`src/rtl/wb_arbiter_rr.sv`:
```
// N-master to 1-slave pipelined Wishbone B4 arbiter, fixed-priority or round-robin; grant 1 cycle after request.
// Backpressure: losers and the granted master at the outstanding limit see stall; cyc drop releases combinationally.
module wb_arbiter_rr #(
  parameter int NUM_MASTERS     = 2,
  parameter int ADDR_WIDTH      = 32,
  parameter int DATA_WIDTH      = 32,
  parameter int ARB_MODE        = 1,
  parameter int MAX_OUTSTANDING = 4
) (
  input  logic                              clk_i,
  input  logic                              rst_i,
  input  logic [NUM_MASTERS*ADDR_WIDTH-1:0] s_wb_adr_i,
  input  logic [NUM_MASTERS*DATA_WIDTH-1:0] s_wb_dat_i,
  output logic [NUM_MASTERS*DATA_WIDTH-1:0] s_wb_dat_o,
  input  logic [NUM_MASTERS-1:0]            s_wb_we_i,
  input  logic [NUM_MASTERS*(DATA_WIDTH/8)-1:0] s_wb_sel_i,
  input  logic [NUM_MASTERS-1:0]            s_wb_stb_i,
  input  logic [NUM_MASTERS-1:0]            s_wb_cyc_i,
  output logic [NUM_MASTERS-1:0]            s_wb_ack_o,
  output logic [NUM_MASTERS-1:0]            s_wb_stall_o,
  output logic [ADDR_WIDTH-1:0]             m_wb_adr_o,
  output logic [DATA_WIDTH-1:0]             m_wb_dat_o,
  input  logic [DATA_WIDTH-1:0]             m_wb_dat_i,
  output logic                              m_wb_we_o,
  output logic [(DATA_WIDTH/8)-1:0]         m_wb_sel_o,
  output logic                              m_wb_stb_o,
  output logic                              m_wb_cyc_o,
  input  logic                              m_wb_ack_i,
  input  logic                              m_wb_stall_i,
  output logic [NUM_MASTERS-1:0]            grant_o
);

  localparam int SEL_WIDTH = DATA_WIDTH / 8;
  localparam int IW        = (NUM_MASTERS > 1) ? $clog2(NUM_MASTERS) : 1;
  localparam int CW        = $clog2(MAX_OUTSTANDING + 1);

  typedef enum logic {S_IDLE = 1'b0, S_GRANT = 1'b1} state_t;

  state_t                 r_state;
  logic [NUM_MASTERS-1:0] r_grant;
  logic [IW-1:0]          r_gidx;
  logic [IW-1:0]          r_last;
  logic [CW-1:0]          r_outst;

  logic [NUM_MASTERS-1:0] w_req;
  logic                   w_win_vld;
  logic [IW-1:0]          w_win_idx;
  logic [NUM_MASTERS-1:0] w_win_oh;
  logic [ADDR_WIDTH-1:0]  w_g_adr;
  logic [DATA_WIDTH-1:0]  w_g_dat;
  logic [SEL_WIDTH-1:0]   w_g_sel;
  logic                   w_g_we;
  logic                   w_g_cyc;
  logic                   w_g_stb;
  logic                   w_full;
  logic                   w_accept;
  logic                   w_ackd;

  assign w_req = s_wb_cyc_i & s_wb_stb_i;

  // Later matches overwrite earlier ones, so loops run from lowest to highest priority.
  always_comb begin
    w_win_vld = 1'b0;
    w_win_idx = '0;
    w_win_oh  = '0;
    if (ARB_MODE == 0) begin
      for (int i = NUM_MASTERS - 1; i >= 0; i--) begin
        if (w_req[i]) begin
          w_win_vld   = 1'b1;
          w_win_idx   = IW'(i);
          w_win_oh    = '0;
          w_win_oh[i] = 1'b1;
        end
      end
    end else begin
      for (int k = NUM_MASTERS; k >= 1; k--) begin
        for (int i = 0; i < NUM_MASTERS; i++) begin
          if (w_req[i] && (((int'(r_last) + k) % NUM_MASTERS) == i)) begin
            w_win_vld   = 1'b1;
            w_win_idx   = IW'(i);
            w_win_oh    = '0;
            w_win_oh[i] = 1'b1;
          end
        end
      end
    end
  end

  // r_grant is zero outside GRANT, so the selected bus is all-zero when idle.
  always_comb begin
    w_g_adr = '0;
    w_g_dat = '0;
    w_g_sel = '0;
    w_g_we  = 1'b0;
    for (int i = 0; i < NUM_MASTERS; i++) begin
      if (r_grant[i]) begin
        w_g_adr = s_wb_adr_i[i*ADDR_WIDTH +: ADDR_WIDTH];
        w_g_dat = s_wb_dat_i[i*DATA_WIDTH +: DATA_WIDTH];
        w_g_sel = s_wb_sel_i[i*SEL_WIDTH +: SEL_WIDTH];
        w_g_we  = s_wb_we_i[i];
      end
    end
  end

  assign w_g_cyc  = |(r_grant & s_wb_cyc_i);
  assign w_g_stb  = |(r_grant & s_wb_stb_i);
  assign w_full   = (r_outst == CW'(MAX_OUTSTANDING));

  assign m_wb_cyc_o = rst_i & (r_state == S_GRANT) & w_g_cyc;
  assign m_wb_stb_o = m_wb_cyc_o & w_g_stb & ~w_full;
  assign m_wb_adr_o = w_g_adr;
  assign m_wb_dat_o = w_g_dat;
  assign m_wb_sel_o = w_g_sel;
  assign m_wb_we_o  = w_g_we;
  assign grant_o    = r_grant;

  assign s_wb_stall_o = ~r_grant | {NUM_MASTERS{m_wb_stall_i | w_full}};
  assign s_wb_ack_o   = r_grant & {NUM_MASTERS{m_wb_ack_i}};

  always_comb begin
    s_wb_dat_o = '0;
    for (int i = 0; i < NUM_MASTERS; i++) begin
      if (r_grant[i]) s_wb_dat_o[i*DATA_WIDTH +: DATA_WIDTH] = m_wb_dat_i;
    end
  end

  assign w_accept = m_wb_stb_o & ~m_wb_stall_i;
  assign w_ackd   = m_wb_ack_i & (r_outst != '0);

  always_ff @(posedge clk_i or negedge rst_i) begin
    if (!rst_i) begin
      r_state <= S_IDLE;
      r_grant <= '0;
      r_gidx  <= '0;
      r_last  <= IW'(NUM_MASTERS - 1);
      r_outst <= '0;
    end else begin
      case (r_state)
        S_IDLE: begin
          r_outst <= '0;
          if (w_win_vld) begin
            r_grant <= w_win_oh;
            r_gidx  <= w_win_idx;
            r_state <= S_GRANT;
          end
        end
        S_GRANT: begin
          if (!w_g_cyc) begin
            r_last  <= r_gidx;
            r_outst <= '0;
            r_grant <= '0;
            r_state <= S_IDLE;
          end else if (w_accept && !w_ackd) begin
            r_outst <= r_outst + CW'(1);
          end else if (!w_accept && w_ackd) begin
            r_outst <= r_outst - CW'(1);
          end
        end
        default: begin
          r_grant <= '0;
          r_state <= S_IDLE;
        end
      endcase
    end
  end

endmodule
```
`config.mk`:
```
export PLATFORM = sky130hd
export DESIGN_NAME = wb_arbiter_rr
export DESIGN_NICKNAME = d
export VERILOG_FILES = /design/src/rtl/wb_arbiter_rr.sv
export SDC_FILE = /design/constraint.sdc
export NUM_CORES = 1
export LEC_CHECK = 0
export CORE_AREA = 5 5 121 123
export DETAILED_ROUTE_END_ITERATION = 16
export DIE_AREA = 0 0 126 128
export PLACE_DENSITY = 0.55
export SLEW_MARGIN = 20
export SYNTH_ARGS = -nofsm -noshare
export SYNTH_HDL_FRONTEND = slang
export SYNTH_SLANG_ARGS = --single-unit
```
`constraint.sdc`:
```
create_clock -name clk_i -period 4.3 [get_ports clk_i]
set_input_delay 1.075 -clock clk_i [delete_from_list [all_inputs] [get_ports clk_i]]
set_output_delay 1.075 -clock clk_i [all_outputs]
set_load 0.03 [all_outputs]
```
==> out/metrics.cfg, run 1 <==
[critical_path]
cp.arrival_ps = 2830
rrSetupSlack_ps = 2180
critical_path.endpoint = m_wb_stb_o
end_kind = primary output
r2r_start = r_outst[1]$_DFFE_PN0P_
timing.rr.end = r_outst[2]$_DFFE_PN0P_
startpoint = s_wb_cyc_i[0]
rr_worst_depth = 7
required_ps = 3220
cp_max_fo = 3
path_class = in2out
start_kind = input port

[yosys]
post_synth_instance_area_sq_um = 1623
synthCells = 211
synth.net_count = 390
synth-edff-count = 0
async_flop_share = 1.000
ys_seq_area_frac = 0.1241
synth_seq_cells = 8
yosys_warnings = 0
ys_dominant_reg_cell = dfrtp_1
avgSynthCellArea_sq_um = 7.691
synth_cell_type_count = 27

[global_routing]
grt_pass1_vias = 2999
antenna_found_initial = 0
grt_pass1_wl_mm = 17.72
grt_max_degree = 69
grt.total_usage = 0.1340
grt-ovfl-total = 0

[timing]
setup_viol = 0
slew_viol_final = 0
period_needed_ps = 3908
hold_viol = 0
min_period_over_period = 0.9089
setup_tns_ps = 0
slew_headroom = 0.5252
rsz0062_at_grt = false
tightest_slew_ps = 712.2
finalClockSkew_ps = 5.028
clock.fmax_ghz = 0.2559

[layout]
syn_to_final_growth_pct = 212.1
layout-drive-gt1-share = 0.03107
fin_nets = 695
n_antenna_cell = 0
final_common_cell = clkdlybuf4s50_1
final.fill_count = 1396
fin_cells = 695
final_cell_mix = clkdlybuf4s50_1 (318), a22o_1 (69), and2_1 (68)

[floorplan]
coreArea_sq_um = 13560
die_area_sq_um = 16130
fp-row-count = 43
ioPinCount = 319
die_h_um = 128
initial_core_util = 0.1197
die_x_um = 126

[clock_tree]
clock_sinks = 8
clk_pin_slew_ps = 40
cts_root_buffer = clkbuf_16
postCtsSetupBuffers = 0
cts_buffers = 3
cts_tree = built
clk_latency_ps = 240
h-tree-depth = 1
cts.repair.resized = 0
hold_buffers = 0
clockBufferDepth = 2

[drt]
vias_per_cell = 4.046
drc = 0
routed_wl_mm = 12.05
num_vias = 2812
ant_nets = 0
routedWlPerCell_um = 17.33
drt_iter0_drc = 125
dr.pass1.iters = 4

[job]
cap_violations = 0

[power]
ir_worst_vdd_mv = 0.3246
p_per_area_nw_per_um2 = 610.8
p_total_mw = 3.094
power.leakage_nw = 1.953

[worst_hold_path]
hold_class = reg2reg

[placed_design]
port_buffers = 318
post-dp-hpwl_mm = 10.17
dp.cells = 691
gp_congestion = 0.8454

[run_status]
status = finished, final reports clean

## critical path, cell delays in order
cell and delay, ps:
clkdlybuf4s50_1 500, a22oi_1 120, nand2b_1 210, nor3b_2 210, clkdlybuf4s50_1 710
## area by class of cell
class                           instances  area [sq um]  share of cell area
Tap cell                              180         225.2             0.04447
Inverter                                2         7.507            0.001482
Clock buffer                            4         78.83             0.01556
Timing Repair Buffer                  324          3228              0.6374
Multi-Input combinational cell        177          1323              0.2611
Sequential cell                         8         202.7             0.04002
## worst min path at each step
stage	depth (start not counted)	start	end
3_3_place_gp	1	r_gidx$_DFFE_PN0P_	r_gidx$_DFFE_PN0P_
6_report	1	r_gidx$_DFFE_PN0P_	r_gidx$_DFFE_PN0P_
4_1_cts	1	r_gidx$_DFFE_PN0P_	r_gidx$_DFFE_PN0P_
2_1_floorplan	1	r_gidx$_DFFE_PN0P_	r_gidx$_DFFE_PN0P_
5_1_grt	1	r_gidx$_DFFE_PN0P_	r_gidx$_DFFE_PN0P_
3_5_place_dp	1	r_gidx$_DFFE_PN0P_	r_gidx$_DFFE_PN0P_
## routing by layer
layer	part of all wire	wire length, um	GRT usage	up-vias
li1	-	-	-	1381
met1	0.40	4800	0.1659	1265
met2	0.51	6147	0.2379	155
met3	0.079	950	0.03375	11
met4	0.012	148	0.02334	0
met5	0	0	0	-
## cell families after synthesis
group	count (synthesis)	share of synthesized area
AOI/OAI and AO/OA	77	0.4094
xor gates and xnor gates	1	0.01003
adders and majority gates	1	0.01234
buffers and inverters	26	0.06553
DFF	8	0.1241
muxes	5	0.03161
and+or+nand+nor	93	0.3470
## cells in the mapped netlist, types with 2 or more instances
cell type	number	area [sq um]
nor2b_1	3	18.77
dfrtp_1	7	175.2
clkbuf_1	16	60.06
a22o_1	69	604.3
buf_2	7	35.03
inv_1	2	7.510
nand2_1	14	52.55
nand2b_1	3	18.77
mux2i_1	4	40.04
and2_1	68	425.4
a21o_1	2	15.01
## through the flow
step | area (sq um) | util | setup slack [ps] | hold slack [ps]
floorplan | 1623 | - | 1408 | 442.5
global placement | 4986 | 0.3678 | 364.8 | 452.4
detailed placement | 4986 | 0.3678 | 359.2 | 474.2
CTS | 5065 | 0.3736 | 362.9 | 483.4
global route | 5065 | 0.3736 | 279.6 | 522.3
finish | 5065 | 0.3736 | 391.6 | 481.7
## registers in the layout, summed over array words and instances (netlist names)
register and cells:
r_outst 3, grant_o 2, r_gidx 1, r_last 1, r_state 1
## power breakdown
| part | internal (mW) | total (mW) | switching (mW) | leakage (nW) |
|---|---|---|---|---|
| Clock | 0.124 | 0.164 | 0.0401 | 0.0382 |
| Combinational | 1.21 | 2.80 | 1.58 | 1.81 |
| Sequential | 0.102 | 0.131 | 0.0289 | 0.100 |
| Total | 1.44 | 3.09 | 1.65 | 1.95 |
No activity file was read; power rests on OpenSTA's default activity.
==> run 2, diff against run 1 <==
ABC_CLOCK_PERIOD_IN_PS = 4300   (was not set)
==> results of run 2 <==
The final DEF is identical to that of run 1; final timing and power are the same.
==> run 3, diff against run 2 <==
CTS_CLUSTER_DIAMETER = 40   (was not set)
PLACE_DENSITY = not set   (was 0.55)
TNS_END_PERCENT = 5   (was not set)
==> run 3 against run 2 <==
  * Largest power group unchanged
  * Cell count unchanged
  * Final area up 0.30%
  * Critical path type unchanged
  * Total power up 0.32%
  * Clock skew down 1.5 ps
  * Largest cell class unchanged
  * Sequential share of layout area about the same
  * Non-clock buffer count unchanged
  * Worst setup slack worse by 47 ps
==> out/metrics.cfg, run 3 (same netlist as run 1, synthesis figures left out) <==
[power]
ir_worst_vdd_mv = 0.3278  ; was 0.3246 mV
power.leakage_nw = 1.957  ; was 1.953 nW
p_per_area_nw_per_um2 = 611.0  ; was 610.8 nW/um^2
p_total_mw = 3.104  ; was 3.094 mW
power_switching_mw = 1.650  ; was 1.654 mW
clkPwrFrac = 0.051  ; was 0.053
cell_internal_pwr_mw = 1.454  ; was 1.440 mW
swShare = 0.5315  ; was 0.5345
seqPwrFrac = 0.059  ; was 0.042
comb_power_share = 0.890  ; was 0.905

[critical_path]
path_class = in2out  ; unchanged
crit_top_cell = clkdlybuf4s50_1  ; unchanged
cp_num_buf_inv = 2  ; unchanged
crit_family = buffers and inverters  ; unchanged
required_ps = 3220  ; about the same
start_kind = input port  ; unchanged
cp_max_fo = 3  ; unchanged
cp_slowest_stage_delay_ps = 720  ; was 710 ps
crit_path_cell_trace = clkdlybuf4s50_1, a22oi_1, nand2b_1, nor3b_2, clkdlybuf4s50_1  ; unchanged
slowest_stage = clkdlybuf4s50_1  ; unchanged
cp.arrival_ps = 2880  ; was 2830 ps
end_kind = primary output  ; unchanged

[drt]
routed_wl_mm = 11.19  ; was 12.05 mm
drt_iter0_drc = 69  ; was 125
routedWlPerCell_um = 16.10  ; was 17.33 um
drc = 0  ; unchanged
dr.pass1.iters = 4  ; unchanged
ant_nets = 0  ; unchanged
num_vias = 2862  ; was 2812
vias_per_cell = 4.118  ; was 4.046

[layout]
final_cell_mix = clkdlybuf4s50_1 (318), a22o_1 (69), and2_1 (68)  ; unchanged
n_antenna_cell = 0  ; unchanged
final_common_cell = clkdlybuf4s50_1  ; unchanged
syn_to_final_growth_pct = 213.0  ; was 212.1%
utilization = 0.3747  ; was 0.3736
top_register = r_outst  ; unchanged
layout-drive-gt1-share = 0.03107  ; unchanged
largest_reg_flops = 3  ; unchanged
fin_nets = 695  ; unchanged

[clock_tree]
hold_buffers = 0  ; unchanged
cts_root_buffer = clkbuf_16  ; unchanged
clk_pin_slew_ps = 30  ; was 40 ps
cts_buffers = 3  ; unchanged
clock_sinks = 8  ; unchanged
cts.repair.resized = 0  ; unchanged
clockBufferDepth = 2  ; unchanged
clk_latency_ps = 230  ; was 240 ps
h-tree-depth = 1  ; unchanged
cts_tree = built  ; unchanged
postCtsSetupBuffers = 0  ; unchanged

[timing]
slew_viol_final = 0  ; unchanged
setup_viol = 0  ; unchanged
min_period_over_period = 0.9199  ; was 0.9089
clock.fmax_ghz = 0.2528  ; was 0.2559 GHz
slew_headroom = 0.6149  ; was 0.5252
setup_tns_ps = 0  ; unchanged
hold_viol = 0  ; unchanged
finalClockSkew_ps = 3.495  ; was 5.028 ps
tightest_slew_ps = 577.6  ; was 712.2 ps
period_needed_ps = 3956  ; was 3908 ps
rsz0062_at_grt = false  ; unchanged

[global_routing]
grt-ovfl-total = 0  ; unchanged
grt_pass1_vias = 2939  ; was 2999
grt_max_degree = 69  ; unchanged
grt.total_usage = 0.1227  ; was 0.1340
grt_pass1_wl_mm = 16.53  ; was 17.72 mm
antenna_found_initial = 0  ; unchanged

[floorplan]
ioPinCount = 319  ; unchanged
die_h_um = 128  ; unchanged
coreArea_sq_um = 13560  ; unchanged
die_x_um = 126  ; unchanged
die_area_sq_um = 16130  ; unchanged
initial_core_util = 0.1197  ; unchanged
fp-row-count = 43  ; unchanged

[placed_design]
gp_congestion = 0.8340  ; was 0.8454
port_buffers = 318  ; unchanged
post-dp-hpwl_mm = 9.470  ; was 10.17 mm

[job]
cap_violations = 0  ; unchanged

[run_status]
status = finished, final reports clean  ; unchanged

[worst_hold_path]
hold_class = reg2reg  ; unchanged

-- run 3: stage by stage --
stage	area, sq um	hold slack [ps]	std cells	worst slack, ps
CTS	5080	477.8	695	331.8
global route	5080	500.1	695	241.0
detailed placement	5001	470.4	691	334.6
global placement	5001	457.1	691	347.6
finish	5080	469.6	695	344.5
floorplan	1623	442.5	211	1408
-- run 3: path summary, 6_finish.rpt --
path                                         from                      to  slack (ps)  cells after the start
min in group asynchronous                   rst_i  grant_o[1]$_DFFE_PN0P_        1180                      2
min reg2reg                    r_gidx$_DFFE_PN0P_      r_gidx$_DFFE_PN0P_         470                      1
max                                 s_wb_cyc_i[0]              m_wb_stb_o         340                      5
max in group asynchronous                   rst_i      r_last$_DFFE_PN1P_        2900                      2
max reg2reg                grant_o[1]$_DFFE_PN0P_  r_outst[1]$_DFFE_PN0P_        1790                      6
min                            r_gidx$_DFFE_PN0P_      r_gidx$_DFFE_PN0P_         470                      1
-- run 3: power groups by stage --
stage / logic [mW] / registers [mW] / clock network [mW]
detailed placement: 2.79 / 0.185 / 0
global placement: 2.78 / 0.183 / 0
finish: 2.76 / 0.184 / 0.158
floorplan: 1.62 / 0.132 / 0
global route: 2.90 / 0.196 / 0.168
CTS: 2.80 / 0.184 / 0.162
-- run 3: cell type report --
type | count | area, sq um
fill | 1404 | 8478
timing repair buffer | 324 | 3241
multi-input combinational | 177 | 1323
tap | 180 | 225.2
sequential | 8 | 205.2
clock buffer | 4 | 78.83
inverter | 2 | 7.507
-- run 3: metal layers --
| metal | wire, um | vias up | share of wire | track usage |
|---|---|---|---|---|
| li1 | - | 1385 | - | - |
| met3 | 788 | 13 | 0.070 | 0.03083 |
| met4 | 145 | 0 | 0.013 | 0.02082 |
| met1 | 4289 | 1318 | 0.38 | 0.1437 |
| met2 | 5966 | 146 | 0.53 | 0.2285 |
| met5 | 0 | - | 0 | 0 |
-- run 3: worst reg2reg max path: stages (launching register included) --
cell and delay, ps:
dfrtp_4 780, a22oi_1 220, nand2b_1 240, nor4b_1 440, fa_1 480, nand2b_1 150, mux2i_1 120
